[src/rtl/holy_lsu.sv]
// rtl/holy_lsu.sv - multi-cycle load/store unit with byte-enable memory port (option: LSU_MISALIGN_TRAP_EN)
module holy_lsu #(
    parameter int TIMEOUT_CYCLES = 16
) (
    input  logic        clk,
    input  logic        rst,
    input  logic        req_valid_i,
    input  logic        req_is_store_i,
    input  logic [2:0]  req_f3_i,
    input  logic [31:0] req_addr_i,
    input  logic [31:0] req_wdata_i,
    output logic        stall_o,
    output logic [32:0] wb_o,
    output logic        err_o,
    output logic        misalign_o,
    output logic        mem_req_o,
    output logic        mem_we_o,
    output logic [31:0] mem_addr_o,
    output logic [31:0] mem_wdata_o,
    output logic [3:0]  mem_be_o,
    input  logic        mem_ack_i,
    input  logic [31:0] mem_rdata_i
);

    typedef enum logic [2:0] {
        F3_BYTE       = 3'b000,
        F3_HALFWORD   = 3'b001,
        F3_WORD       = 3'b010,
        F3_BYTE_U     = 3'b100,
        F3_HALFWORD_U = 3'b101
    } load_store_funct3_t;

    typedef struct packed {
        logic [31:0] data;
        logic        valid;
    } write_back_t;

    typedef enum logic [1:0] {IDLE, REQ, DONE} state_t;

    localparam int CNT_W = $clog2(TIMEOUT_CYCLES + 1);
    localparam logic [CNT_W-1:0] CNT_LAST = CNT_W'(TIMEOUT_CYCLES - 1);

    state_t             state, state_d;
    logic [CNT_W-1:0]   cnt;
    logic [2:0]         f3_q;
    logic [1:0]         lane_q;
    logic [31:0]        rdata_q;
    logic               err_q;
    logic               mis_q;
    logic [3:0]         be_d;
    logic [31:0]        wdata_d;
    logic               trap_d;
    logic [7:0]         byte_v;
    logic [15:0]        half_v;
    logic [31:0]        load_data;
    write_back_t        wb;

    // Request decode: lane steering of enables and replicated store data
    always_comb begin
        be_d    = 4'b1111;
        wdata_d = req_wdata_i;
        trap_d  = 1'b0;
        case (req_f3_i)
            F3_BYTE, F3_BYTE_U: begin
                be_d    = 4'b0001 << req_addr_i[1:0];
                wdata_d = {4{req_wdata_i[7:0]}};
            end
            F3_HALFWORD, F3_HALFWORD_U: begin
                be_d    = 4'b0011 << {req_addr_i[1], 1'b0};
                wdata_d = {2{req_wdata_i[15:0]}};
            end
            default: ;
        endcase
        if (!req_is_store_i) be_d = 4'b1111;
`ifdef LSU_MISALIGN_TRAP_EN
        case (req_f3_i)
            F3_BYTE, F3_BYTE_U:         trap_d = 1'b0;
            F3_HALFWORD, F3_HALFWORD_U: trap_d = req_addr_i[0];
            default:                    trap_d = |req_addr_i[1:0];
        endcase
`endif
    end

    always_comb begin
        byte_v    = mem_rdata_i[{lane_q, 3'b000} +: 8];
        half_v    = mem_rdata_i[{lane_q[1], 4'b0000} +: 16];
        load_data = mem_rdata_i;
        case (f3_q)
            F3_BYTE:       load_data = {{24{byte_v[7]}}, byte_v};
            F3_BYTE_U:     load_data = {24'b0, byte_v};
            F3_HALFWORD:   load_data = {{16{half_v[15]}}, half_v};
            F3_HALFWORD_U: load_data = {16'b0, half_v};
            default:       load_data = mem_rdata_i;
        endcase
    end

    always_comb begin
        state_d   = state;
        stall_o   = 1'b0;
        mem_req_o = 1'b0;
        case (state)
            IDLE: begin
                stall_o = req_valid_i;
                if (req_valid_i) state_d = trap_d ? DONE : REQ;
            end
            REQ: begin
                stall_o   = 1'b1;
                mem_req_o = 1'b1;
                if (mem_ack_i || cnt == CNT_LAST) state_d = DONE;
            end
            DONE:    state_d = IDLE;
            default: state_d = IDLE;
        endcase
    end

    always_ff @(posedge clk or posedge rst) begin
        if (rst) begin
            state       <= IDLE;
            cnt         <= '0;
            f3_q        <= 3'b0;
            lane_q      <= 2'b0;
            rdata_q     <= 32'b0;
            err_q       <= 1'b0;
            mis_q       <= 1'b0;
            mem_we_o    <= 1'b0;
            mem_addr_o  <= 32'b0;
            mem_wdata_o <= 32'b0;
            mem_be_o    <= 4'b0;
        end else begin
            state <= state_d;
            case (state)
                IDLE: if (req_valid_i) begin
                    cnt         <= '0;
                    f3_q        <= req_f3_i;
                    lane_q      <= req_addr_i[1:0];
                    rdata_q     <= 32'b0;
                    err_q       <= 1'b0;
                    mis_q       <= trap_d;
                    mem_we_o    <= req_is_store_i;
                    mem_addr_o  <= {req_addr_i[31:2], 2'b00};
                    mem_wdata_o <= wdata_d;
                    mem_be_o    <= be_d;
                end
                REQ: begin
                    cnt <= cnt + CNT_W'(1);
                    if (mem_ack_i) begin
                        if (!mem_we_o) rdata_q <= load_data;
                    end else if (cnt == CNT_LAST) begin
                        err_q <= 1'b1;
                    end
                end
                default: ;
            endcase
        end
    end

    // Result is only visible during DONE so the pulses last exactly one cycle
    always_comb begin
        wb.valid = (state == DONE) && !mem_we_o && !err_q && !mis_q;
        wb.data  = wb.valid ? rdata_q : 32'b0;
    end

    assign wb_o  = wb;
    assign err_o = (state == DONE) && err_q;
`ifdef LSU_MISALIGN_TRAP_EN
    assign misalign_o = (state == DONE) && mis_q;
`else
    assign misalign_o = 1'b0;
`endif

endmodule

[config.mk]
export PLATFORM = sky130hd
export DESIGN_NAME = holy_lsu
export DESIGN_NICKNAME = d
export VERILOG_FILES = /design/src/rtl/holy_lsu.sv
export SDC_FILE = /design/constraint.sdc
export NUM_CORES = 1
export LEC_CHECK = 0
export ABC_AREA = 1
export BUFFER_PORTS_ARGS = -buffer_cell sky130_fd_sc_hd__buf_4
export CAP_MARGIN = 30
export CORE_MARGIN = 4
export CORE_UTILIZATION = 40
export CTS_CLUSTER_SIZE = 10
export DETAILED_ROUTE_END_ITERATION = 8
export PLACE_DENSITY_LB_ADDON = 0.3
export SETUP_SLACK_MARGIN = 0.02
export SLEW_MARGIN = 20
export SYNTH_ARGS = -nofsm -noshare
export SYNTH_HDL_FRONTEND = slang
export SYNTH_SLANG_ARGS = --single-unit
export TNS_END_PERCENT = 10
[constraint.sdc]
create_clock -name clk -period 5.9 [get_ports clk]
set_input_delay 0.59 -clock clk [delete_from_list [all_inputs] [get_ports clk]]
set_output_delay 0.59 -clock clk [all_outputs]
set_load 0.1 [all_outputs]
### Word-level counts from Yosys, hierarchy flattened

Index checks and enable logic that the tools add are counted.
Widths: inputs -> output; s select.

| word-level totals | value |
|---|---|
| register bits | 112 |
| output and inout port bits | 106 |
| word-level logic and storage cells | 67 |

| operators by class | value |
|---|---|
| $add $sub $neg | 1 |
| equality and inequality tests | 15 |
| shifts and indexed selects | 4 |
| mux-type cells | 20 |
| reductions and logical operators | 17 |

Operators by type and width:

| cell | count |
|---|---|
| $mux 32 | 4 |
| $pmux 32 s2 | 2 |
| $pmux 32 s4 | 1 |
| $shiftx 32x6->16 | 1 |
| $shiftx 32x6->8 | 1 |
| $eq 3x3->1 const B | 4 |
| $ne 2x2->1 const B | 6 |
| $pmux 5 s2 | 1 |
| $pmux 4 s2 | 1 |
| $reduce_and 4->1 | 2 |
| $eq 3x1->1 const B | 2 |
| $logic_not 3->1 | 2 |
| $reduce_and 2->1 | 3 |
| $add 5x1->5 const B | 1 |
| $eq 5x4->1 const B | 1 |
| $mux 5 | 1 |
| $mux 1 | 4 |
| $mux 2 | 2 |
| $mux 4 | 1 |
| $pmux 1 s2 | 2 |
| $pmux 2 s2 | 1 |
| $reduce_or 2->1 | 2 |
| $shl 1x2->4 const A | 1 |
| $shl 2x2->4 const A | 1 |
| other kinds (7) | 10 |

### Longest topological paths before layout

Gate-level depths: netlist of the first run.

| depth | value |
|---|---|
| depth in word-level cells | 5 |
| gate-level depth with buffers | 9 |
| depth with buffers taken out | 8 |

### Worst setup path before layout of the first run

No wires, ideal clock.

| timing | value |
|---|---|
| kind | reg-to-output |
| start | reg mem_we_o |
| end | out wb_o[23] |
| arrival | 2.625 ns |
| required time | 5.310 ns |
| path slack | 2.685 ns |
| stages on the path, launching flop included | 5 |
| buffers on the path | 1 |
| cell sequence | dfrtp_1 inv_1 nand3_1 clkbuf_1 nor2_1 |

| between the ends | value |
|---|---|
| cells in the longest elaborated chain, start to end | 4 |

RTL lines:

| what | line | text |
|---|---|---|
| start: declaration | 17 | `output logic mem_we_o,` |
| start signal: assignment | 139 | `mem_we_o <= req_is_store_i;` |
| $logic_not 1->1 | 159 | `wb.valid = (state == DONE) && !mem_we_o && !err_q && !mis_q;` |
| $logic_and 1x1->1 (2 in a row) | 159 |  |
| $mux 32 | 160 | `wb.data = wb.valid ? rdata_q : 32'b0;` |
| end: declaration | 13 | `output logic [32:0] wb_o,` |

Every way passes these cells.

### Worst setup path in the final report of the first run

| timing | value |
|---|---|
| start | reg state[1] |
| end | reg rdata_q[23] |

| between the ends | value |
|---|---|
| cells in the longest elaborated chain, start to end | 3 |
| elaborated cells on any way between the ends | 8 |
| those cells by class | eq/ne (4); mux (1); reduce/logical (3) |

RTL lines:

| what | line | text |
|---|---|---|
| start: declaration | 43 | `state_t state, state_d;` |
| start signal: assignment | 130 | `state <= state_d;` |
| $eq 2x1->1 / $logic_not 2->1 (equally long branches) | 131 | `case (state)` |
| $ne 2x2->1 (no line) / $reduce_bool 2->1 (equally long branches) | n/a |  |
| $reduce_and 4->1 (no line) | n/a |  |
| end signal: assignment | 147 | `if (!mem_we_o) rdata_q <= load_data;` |
| end: declaration | 47 | `logic [31:0] rdata_q;` |

Parallel ways exist; a longest one is shown, timed or not.
A chain may end at the register's enable or synchronous reset.

==> results of run 1 <==
[power by group through the flow]
stage	Sequential (µW)	Clock, µW	Combinational (µW)
final	1330	647	2880
after floorplan	2720	0	872
after detailed placement	1330	0	2900
after global routing	1370	697	3070
after global placement	1330	0	2870
after CTS	1330	662	2900
[cell families after synthesis]
kind of cell	after synthesis	synth area share
DFF	112	0.5003
adders and majority gates	2	0.004467
and+or+nand+nor	427	0.2986
AOI/OAI and AO/OA	103	0.09918
other	1	0.0006694
buffers and inverters	128	0.09671
[worst min-delay path by stage]
stage                   from             end  cells after the start
3_5_place_dp   mem_addr_o[3]   mem_addr_o[3]                      2
6_report                 rst  mem_wdata_o[4]                      2
4_1_cts                  rst  mem_wdata_o[3]                      2
3_3_place_gp     rdata_q[23]     rdata_q[23]                      2
5_1_grt                  rst  mem_wdata_o[4]                      2
2_1_floorplan     rdata_q[4]      rdata_q[4]                      2
[metrics by stage]
stage / cell area (µm²) / std cells / setup WS [ns]
after floorplan: 5609 / 775 / 2.351
after global placement: 7209 / 1121 / 2.554
after detailed placement: 7209 / 1121 / 2.577
after CTS: 7522 / 1137 / 2.670
after global routing: 7542 / 1138 / 2.887
final: 7542 / 1138 / 3.183
[cell type report]
type / count / share of cell area
inverters: 88 / 0.04413
multi-input cells: 535 / 0.3019
clock buffers: 11 / 0.03218
repair buffers: 211 / 0.2117
clock inverters: 5 / 0.009290
flip-flops and latches: 112 / 0.3716
well taps: 176 / 0.02920
[sequential cells by signal, indices dropped and copies added (netlist names)]
| register | cells |
|---|---|
| cnt | 5 |
| err_q | 1 |
| f3_q | 3 |
| lane_q | 2 |
| mem_addr_o | 30 |
| mem_be_o | 4 |
| mem_wdata_o | 32 |
| mem_we_o | 1 |
| rdata_q | 32 |
| state | 2 |
[layer usage]
layer | share of wire | up-vias
met2 | 0.47 | 170
met3 | 0.089 | 7
met1 | 0.43 | 2468
met5 | 0 | -
met4 | 0.0083 | 0
li1 | - | 2743
[placed cells by master, fill, tap and decap left out, types with 2 or more instances in the layout]
master       n
nand4_1      3
dfrtp_1    112
a41oi_1      8
a21oi_1     50
ha_1         2
nand3_1     24
conb_1       3
inv_1       82
o21ai_0     41
nand2_1    304
inv_8        2
clkbuf_16    9
nor2_1      88
inv_2        4
buf_4      210
==> key figures, run 1 <==
Outcome
  – Status: finished clean

Critical path
  – R2R setup slack: 3.18 ns
  – CP max FO: 66
  – Cell family with most CP delay: buffers and inverters
  – Worst-path cell chain: inv_1 -> nand3_4 -> buf_12 -> inv_2 -> nor2_2 -> buf_4 -> nand2_1 -> nand2_1
  – Critical path type: register to register
  – R2r endpoint: rdata_q[23]
  – Setup crit end kind: register
  – R2R cell count: 8
  – Worst setup path startpoint: state[1]
  – Slowest stage cell, crit path: inv_2
  – CP startpoint kind: register
  – Worst r2r src: state[1]
  – Crit path depth: 8
  – Req. time, crit path: 6.14 ns
  – Worst path max stage delay: 0.68 ns
  – Crit path DAT: 2.96 ns
  – Critical path buffer and inverter count: 4
  – CP Capture Point: rdata_q[23]
  – Crit path top cell by count: nand2_1

Finish
  – Core Util, Final: 0.5606
  – Layout area overhead: 34.64%
  – Share of layout cells above drive strength 1: 0.2464
  – Register area: 2803 µm²
  – Area of the multi-input gates: 2277 µm²
  – # diodes: 0
  – # fillers: 1,375
  – Final nets: 1,063

Global routing
  – Largest net degree at the start of global routing: 94
  – Met1 GRT Util: 0.2697
  – Met3 usage: 0.07524
  – Initial antenna violation count: 0
  – Tot GR Track Use: 0.2013
  – Global route overflow: 0
  – Number of global-route vias before repair: 5,198
  – Most used routing layer: met2
  – Met2 GRT Util: 0.3169
  – First-pass GRT wire length: 26,120 µm

Floorplanning
  – # rows: 42
  – Die X: 126.3 µm
  – Die Area: 15,960 µm²
  – Core area: 13,450 µm²
  – IO Count: 210
  – Starting density of the core: 0.4164
  – Die Y-Extent: 126.3 µm

Placed design
  – GPL Wtd Cong: 0.8428
  – Buffers on Ports: 206
  – Detailed Place HPWL: 11,370 µm

Synthesis
  – Mapped Avg Cell Area: 7.247 µm²
  – Yosys top cell by area: dfrtp_1
  – Post-synth EDFFs: 0
  – Synth top cells by count: 304 x nand2_1, 112 x dfrtp_1, 88 x nor2_1
  – Synth unique cells: 29
  – Ys Warns: 0
  – Synth Flop Type: dfrtp_1
  – Seq/Total Area, Yosys: 0.5003
  – Top area cells in the synthesized netlist: dfrtp_1 50%, nand2_1 20%, nor2_1 5.9%, inv_1 5.6%, a21oi_1 4.5%
  – Cells after synthesis: 773
  – Netlist Area Pre-Place: 5602 µm²
  – Most common cell in the netlist: nand2_1
  – Synth top area share: 0.5003
  – Synth async-reset ratio: 1.000
  – Yosys reg bits: 112

Hold path
  – Hold crit path type: input port to asynchronous set/reset pin

Timing
  – Setup TNS Final: 0 ns
  – Max Clock Freq: 368.1 MHz
  – Minimum clock period: 2.717 ns
  – Fin. max-slew vios: 0
  – Period Utilization, post-route: 0.4604
  – Slew margin rel.: 0.4043
  – Hold Slack: 0.3372 ns
  – Setup Skew: 0.009589 ns
  – Worst Tran Pin Value: 0.8923 ns
  – Fin. Hold Viols: 0
  – RSZ-0062 raised after global routing: no
  – # setup viols final: 0

Pwr
  – Pwr Total: 4857 µW
  – Pint: 2041 µW
  – NetSw: 2816 µW
  – Sequential share of power: 0.273
  – Combinational Power Share: 0.594
  – Sw frac: 0.5798
  – P_leak: 0.004141 µW
  – PD cells: 644.0 nW/µm²
  – Worst vdd rail ir drop: 0.5200 mV
  – Clock power frac: 0.133

Route
  – Final ANT Viol Nets: 0
  – DRC viols: 0
  – WL final: 15,910 µm
  – First DRT Iteration DRCs: 304
  – Via count: 5,388
  – DR vias/cell: 4.735
  – DR WL/cell: 13.98 µm
  – First drt pass iteration count: 4

Clock tree
  – CTS Buf Count: 9
  – Clk root buf: clkbuf_16
  – Clock latency on the worst-skew pair: 0.36 ns
  – Clock sinks: 112
  – Setup bufs post-CTS: 0
  – Clock transition at the registers of the reported paths: 0.08 ns
  – Cts repair resizes: 0
  – Max Buffers Root-to-Sink: 2
  – TritonCTS clock tree: built
  – H-tree levels: 3
  – Post-CTS Hold Fix Bufs: 0

Job
  – Max-cap violations: 0
No activity file was read; power rests on OpenSTA's default activity.
==> run 2, diff against run 1 <==
==> constraint.sdc (replaced) <==
create_clock -name clk -period 2.7 [get_ports clk]
set_input_delay 0.27 -clock clk [delete_from_list [all_inputs] [get_ports clk]]
set_output_delay 0.27 -clock clk [all_outputs]
set_load 0.1 [all_outputs]
==> run 2 against run 1 <==
Register-to-register slack worse by 2.4 ns. Setup slack got worse by 2.6 ns. Critical path depth fell by 3. Die area unchanged. Hold slack worse by 0.24 ns. Count of clock-buffer cells in the layout down 1. Sequential power rose by 120%. Via count rose by 1.3%. Cell count increased by 0.53%. Largest cell class unchanged.
==> key figures, run 2 (same netlist as run 1, synthesis figures left out) <==
Finish
  – Final nets: 1,069 (+0.56%)
  – Commonest non-fill, non-tap cell in the layout: nand2_1
  – # fillers: 1,328 (-3.4%)
  – # diodes: 0 (unchanged)
  – Most frequent cells in the layout: 304 x nand2_1, 215 x buf_4, 112 x dfrtp_1, 88 x nor2_1, 82 x inv_1
  – Layout area overhead: 35.34%
  – Share of layout cells above drive strength 1: 0.2500 (+0.003638)
  – Finished Layout Cells: 1,144 (+0.53%)
  – Largest regs: mem_wdata_o (32), rdata_q (32), mem_addr_o (30)

Global routing
  – First-pass GRT wire length: 26,470 µm (+1.3%)
  – Tot GR Track Use: 0.2035 (+0.002200)
  – Number of global-route vias before repair: 5,369 (+3.3%)
  – Largest net degree at the start of global routing: 54 (-43%)
  – Initial antenna violation count: 0 (unchanged)
  – Global route overflow: 0 (unchanged)

Critical path
  – Crit path depth: 5 (-3)
  – Setup crit end kind: output port
  – Req. time, crit path: 2.43 ns (-3.71 ns)
  – CP max FO: 25 (-62%)
  – Cell family with most CP delay: buffers and inverters
  – Critical path buffer and inverter count: 3 (-1)
  – Worst-path cell chain: inv_1 -> nand3_4 -> buf_4 -> nand2_1 -> buf_4
  – Worst path max stage delay: 0.41 ns (-0.27 ns)
  – CP startpoint kind: register
  – R2R cell count: 8 (unchanged)
  – Slowest stage cell, crit path: dfrtp_1
  – Crit path DAT: 1.86 ns (-1.10 ns)
  – Crit path top cell by count: buf_4
  – Critical path type: register to output port

Clock tree
  – Clock latency on the worst-skew pair: 0.36 ns (about the same)
  – Clock sinks: 112 (unchanged)
  – Max Buffers Root-to-Sink: 2 (unchanged)
  – CTS Buf Count: 9 (unchanged)
  – TritonCTS clock tree: built
  – Clock transition at the registers of the reported paths: 0.08 ns (about the same)
  – Clk root buf: clkbuf_16
  – Cts repair resizes: 0 (unchanged)
  – H-tree levels: 3 (unchanged)

Hold path
  – Hold crit path type: input port to register
  – Hold depth: 3

Pwr
  – Sequential share of power: 0.273 (about the same)
  – Sw frac: 0.5811 (+0.001363)
  – Combinational Power Share: 0.596 (+0.002)
  – Clock power frac: 0.131 (-0.002)
  – Worst vdd rail ir drop: 1.224 mV (+140%)
  – Pint: 4436 µW (+120%)
  – P_leak: 0.004151 µW (+0.24%)
  – NetSw: 6154 µW (+120%)
  – PD cells: 1397 nW/µm² (+120%)

Route
  – First drt pass iteration count: 5 (+1)
  – Final ANT Viol Nets: 0 (unchanged)
  – DRC viols: 0 (unchanged)
  – First DRT Iteration DRCs: 334 (+9.9%)
  – Via count: 5,458 (+1.3%)
  – DR vias/cell: 4.771 (+0.77%)
  – DR WL/cell: 14.23 µm (+1.7%)
  – WL final: 16,270 µm (+2.3%)

Placed design
  – GPL Wtd Cong: 0.8950 (+6.2%)
  – Pre-CTS setup slack: 0.8366 ns (-1.740 ns)
  – Inst Count DP: 1,127 (+0.54%)
  – Buffers on Ports: 206 (unchanged)
  – Detailed Place HPWL: 11,910 µm (+4.7%)

Timing
  – Fin. Hold Viols: 0 (unchanged)
  – # setup viols final: 0 (unchanged)
  – Worst Tran Pin Value: 0.6381 ns (-0.2541 ns)
  – RSZ-0062 raised after global routing: no
  – Slew margin rel.: 0.5746 (+0.1703)
  – Setup Skew: 0.005281 ns (-0.004308 ns)
  – Period Utilization, post-route: 0.7890
  – Fin. max-slew vios: 0 (unchanged)
  – Minimum clock period: 2.130 ns
  – Worst setup margin: 0.5696 ns (-2.614 ns)
  – Max Clock Freq: 469.4 MHz

Floorplanning
  – IO Count: 210 (unchanged)
  – Core area: 13,450 µm² (unchanged)
  – Die Y-Extent: 126.3 µm (unchanged)
  – # rows: 42 (unchanged)
  – Die X: 126.3 µm (unchanged)
  – Die Area: 15,960 µm² (unchanged)
  – Starting density of the core: 0.4164 (unchanged)

Job
  – Max-cap violations: 0 (unchanged)

Outcome
  – Status: finished clean
-- run 2: cell type report --
type / count / area [µm²] / share of cell area
Timing Repair Buffer: 217 / 1644 / 0.2169
Tap cell: 176 / 220.2 / 0.02905
Clock buffer: 10 / 229.0 / 0.03020
Clock inverter: 6 / 73.82 / 0.009738
Sequential cell: 112 / 2803 / 0.3697
Multi-Input combinational cell: 535 / 2277 / 0.3004
Inverter: 88 / 334.1 / 0.04407
-- run 2: metal layers --
| layer | wire length (µm) | share of wire | vias to the layer above | track usage |
|---|---|---|---|---|
| met4 | 238 | 0.015 | 0 | 0.06498 |
| met2 | 7697 | 0.47 | 183 | 0.3319 |
| li1 | - | - | 2748 | - |
| met3 | 1523 | 0.094 | 16 | 0.06347 |
| met5 | 0 | 0 | - | 0 |
| met1 | 6815 | 0.42 | 2511 | 0.2594 |
-- run 2: what timing repair did --
action,4_1_cts,5_1_grt
endpoints found under the hold margin,12,0
setup buffers,0,0
hold buffers,1,0
-- run 2: worst reg2reg max path, delay by kind of cell (launching register included) --
family	cells	cell delay, ns
flip-flops	1	0.75
buffers and inverters	1	0.22
AND/OR/NAND/NOR	7	0.85
-- run 2: path summary, 6_finish.rpt --
path / start / to / slack (ns)
max: state[1] / stall_o / 0.57
min: req_addr_i[21] / mem_addr_o[21] / 0.1
max reg2reg: lane_q[1] / rdata_q[29] / 0.82
min reg2reg: rdata_q[24] / rdata_q[24] / 0.48
max in group asynchronous: rst / mem_wdata_o[30] / 1.56
min in group asynchronous: rst / rdata_q[4] / 0.45
-- run 2: power by group through the flow --
| stage | Clock (µW) | Sequential (µW) | Combinational (µW) |
|---|---|---|---|
| 2_1_floorplan | 0 | 5930 | 1910 |
| 6_report | 1380 | 2890 | 6310 |
| 3_3_place_gp | 0 | 2910 | 6300 |
| 4_1_cts | 1420 | 2890 | 6360 |
| 3_5_place_dp | 0 | 2890 | 6350 |
| 5_1_grt | 1490 | 2990 | 6700 |
-- run 2: stage by stage --
step	TNS [ns]	total power (µW)	instance area, µm²	util	hold WS, ns
after floorplan	-5.738	7841	5613	-	0.3682
after global placement	0	9209	7268	0.5403	0.2644
after detailed placement	0	9248	7268	0.5403	0.2685
after CTS	0	10670	7581	0.5635	0.09039
after global routing	0	11180	7581	0.5635	0.09756
final	0	10590	7581	0.5635	0.09851
==> run 3, diff against run 2 <==
==> constraint.sdc (replaced) <==
create_clock -name clk -period 1.7 [get_ports clk]
set_input_delay 0.17 -clock clk [delete_from_list [all_inputs] [get_ports clk]]
set_output_delay 0.17 -clock clk [all_outputs]
set_load 0.1 [all_outputs]
==> run 3 against run 2 <==
The run now ends with setup timing left. Hold slack worse by 0.089 ns. Critical path depth up 1. Global-route usage increased by 0.50 points.
==> key figures, run 3 (same netlist as run 1, synthesis figures left out) <==
Finish
  – Share of layout cells above drive strength 1: 0.2567 (+0.006716)
  – Final nets: 1,106 (+3.5%)
  – Most frequent cells in the layout: 304 x nand2_1, 184 x buf_4, 112 x dfrtp_1, 83 x nor2_1, 81 x inv_1
  – Largest regs: mem_wdata_o (32), rdata_q (32), mem_addr_o (30)
  – Layout area overhead: 46.12%
  – # fillers: 1,230 (-7.4%)
  – Post-Layout Inst Area: 8185 µm² (+8.0%)
  – Commonest non-fill, non-tap cell in the layout: nand2_1
  – # diodes: 0 (unchanged)

Timing
  – Period Utilization, post-route: 1.042
  – Minimum clock period: 1.772 ns
  – RSZ-0062 raised after global routing: yes
  – # setup viols final: 32 (+32)
  – Fin. max-slew vios: 0 (unchanged)
  – Fin. Hold Viols: 0 (unchanged)
  – Hold Slack: 0.009972 ns (-0.08854 ns)
  – Setup Skew: 0.007548 ns (+0.002267 ns)
  – Worst setup margin: -0.07174 ns (-0.6414 ns)
  – Setup TNS Final: -1.753 ns (-1.753 ns)
  – Max Clock Freq: 564.4 MHz
  – Worst Tran Pin Value: 0.5680 ns (-0.07018 ns)
  – Slew margin rel.: 0.6206 (+0.04599)

Pwr
  – Pwr Total: 17,180 µW (+62%)
  – Worst vdd rail ir drop: 1.973 mV (+61%)
  – P_leak: 0.004379 µW (+5.5%)
  – PD cells: 2099 nW/µm² (+50%)

Critical path
  – Crit path top cell by count: nor2_1
  – CP startpoint kind: register
  – CP max FO: 33 (+32%)
  – Setup crit end kind: output port
  – Worst path max stage delay: 0.38 ns (-0.03 ns)
  – Critical path type: register to output port
  – R2R setup slack: 0.20 ns (-0.62 ns)
  – Worst-path cell chain: inv_2 -> nor2_1 -> nand3_1 -> buf_12 -> nor2_1 -> buf_6
  – Crit path DAT: 1.60 ns (-0.26 ns)
  – Req. time, crit path: 1.53 ns (-0.90 ns)
  – Slowest stage cell, crit path: dfrtp_1

Placed design
  – GPL Wtd Cong: 0.8648 (-3.4%)
  – Buffers on Ports: 206 (unchanged)
  – Area post-placement: 7371 µm² (+1.4%)
  – Detailed Place HPWL: 11,800 µm (-0.91%)
  – Pre-CTS setup slack: 0.1892 ns (-0.6474 ns)

Global routing
  – Number of global-route vias before repair: 5,538 (+3.1%)
  – First-pass GRT wire length: 27,090 µm (+2.3%)
  – Global route overflow: 0 (unchanged)
  – Tot GR Track Use: 0.2085 (+0.004964)
  – Initial antenna violation count: 0 (unchanged)
  – Largest net degree at the start of global routing: 69 (+28%)

Route
  – Final ANT Viol Nets: 0 (unchanged)
  – WL final: 16,720 µm (+2.7%)
  – DRC viols: 0 (unchanged)
  – First drt pass iteration count: 4 (-1)
  – First DRT Iteration DRCs: 382 (+14%)
  – DR WL/cell: 14.16 µm (-0.48%)
  – Via count: 5,591 (+2.4%)
  – DR vias/cell: 4.734 (-0.77%)

Floorplanning
  – Core area: 13,450 µm² (unchanged)
  – Die Area: 15,960 µm² (unchanged)
  – Starting density of the core: 0.4164 (unchanged)
  – Die X: 126.3 µm (unchanged)
  – # rows: 42 (unchanged)
  – Die Y-Extent: 126.3 µm (unchanged)
  – IO Count: 210 (unchanged)

Job
  – Max-cap violations: 0 (unchanged)

Clock tree
  – Clock latency on the worst-skew pair: 0.36 ns (about the same)
  – Clk root buf: clkbuf_16
  – H-tree levels: 3 (unchanged)
  – Clock sinks: 112 (unchanged)
  – TritonCTS clock tree: built
  – CTS Buf Count: 9 (unchanged)
  – Max Buffers Root-to-Sink: 2 (unchanged)
  – Clock transition at the registers of the reported paths: 0.08 ns (about the same)

Outcome
  – Status: finished with violations
  – Failing checks: setup timing

Hold path
  – Hold crit path type: input port to register
run 3: cell types whose count changed in the layout (fill, tap and decap cells not counted), sizes merged:
cell	change
dlygate4sd3	+28
buf	+9
clkbuf	-1
clkinv	+1
clkinvlp	-1
inv	+1
run 3: critical path: cells and delay by family (launching register included):
family,cells,cell delay [ns]
buffers and inverters,3,0.51
flip-flops,1,0.38
AND/OR/NAND/NOR,3,0.33
run 3: timing repair:
item	in CTS	in global routing
gates resized for setup	42	12
pin swaps	0	0
gates cloned	0	0
setup buffers	2	0
hold buffers	29	0
endpoints found under the hold margin	50	0
endpoints found under the setup margin	35	35
run 3: worst paths after layout:
check	cells after the start	to	start
max in group asynchronous	4	mem_wdata_o[10]	rst
min in group asynchronous	3	mem_addr_o[3]	rst
setup / recovery	6	wb_o[26]	state[1]
hold reg to reg	2	rdata_q[27]	rdata_q[27]
hold / removal	3	f3_q[2]	req_f3_i[2]
setup reg to reg	8	rdata_q[2]	state[1]
run 3: stage by stage:
stage	utilization	cells
after floorplan	-	775
after global placement	0.5479	1134
after detailed placement	0.5479	1134
after CTS	0.6053	1181
after global routing	0.6084	1181
final	0.6084	1181
run 3: cell type report:
| class | instances | area (µm²) | area share |
|---|---|---|---|
| Clock buffer | 9 | 225.2 | 0.02751 |
| Clock inverter | 7 | 83.83 | 0.01024 |
| Inverter | 88 | 334.1 | 0.04081 |
| Multi-Input combinational cell | 535 | 2295 | 0.2803 |
| Sequential cell | 112 | 2803 | 0.3424 |
| Tap cell | 176 | 220.2 | 0.02690 |
| Timing Repair Buffer | 254 | 2225 | 0.2718 |
run 3: routing by layer:
layer | global-route usage | vias to the layer above | share of wire
met5 | 0 | - | 0
met4 | 0.06120 | 0 | 0.014
met3 | 0.06683 | 21 | 0.082
met2 | 0.3428 | 197 | 0.48
met1 | 0.2643 | 2549 | 0.42
li1 | - | 2824 | -
run 3: report_power, final:
group	leakage, µW	switching (µW)	internal, µW	total, µW
clock network	0.000149	1060	1170	2230
logic	0.00282	8100	2330	10400
registers	0.00141	709	3810	4520
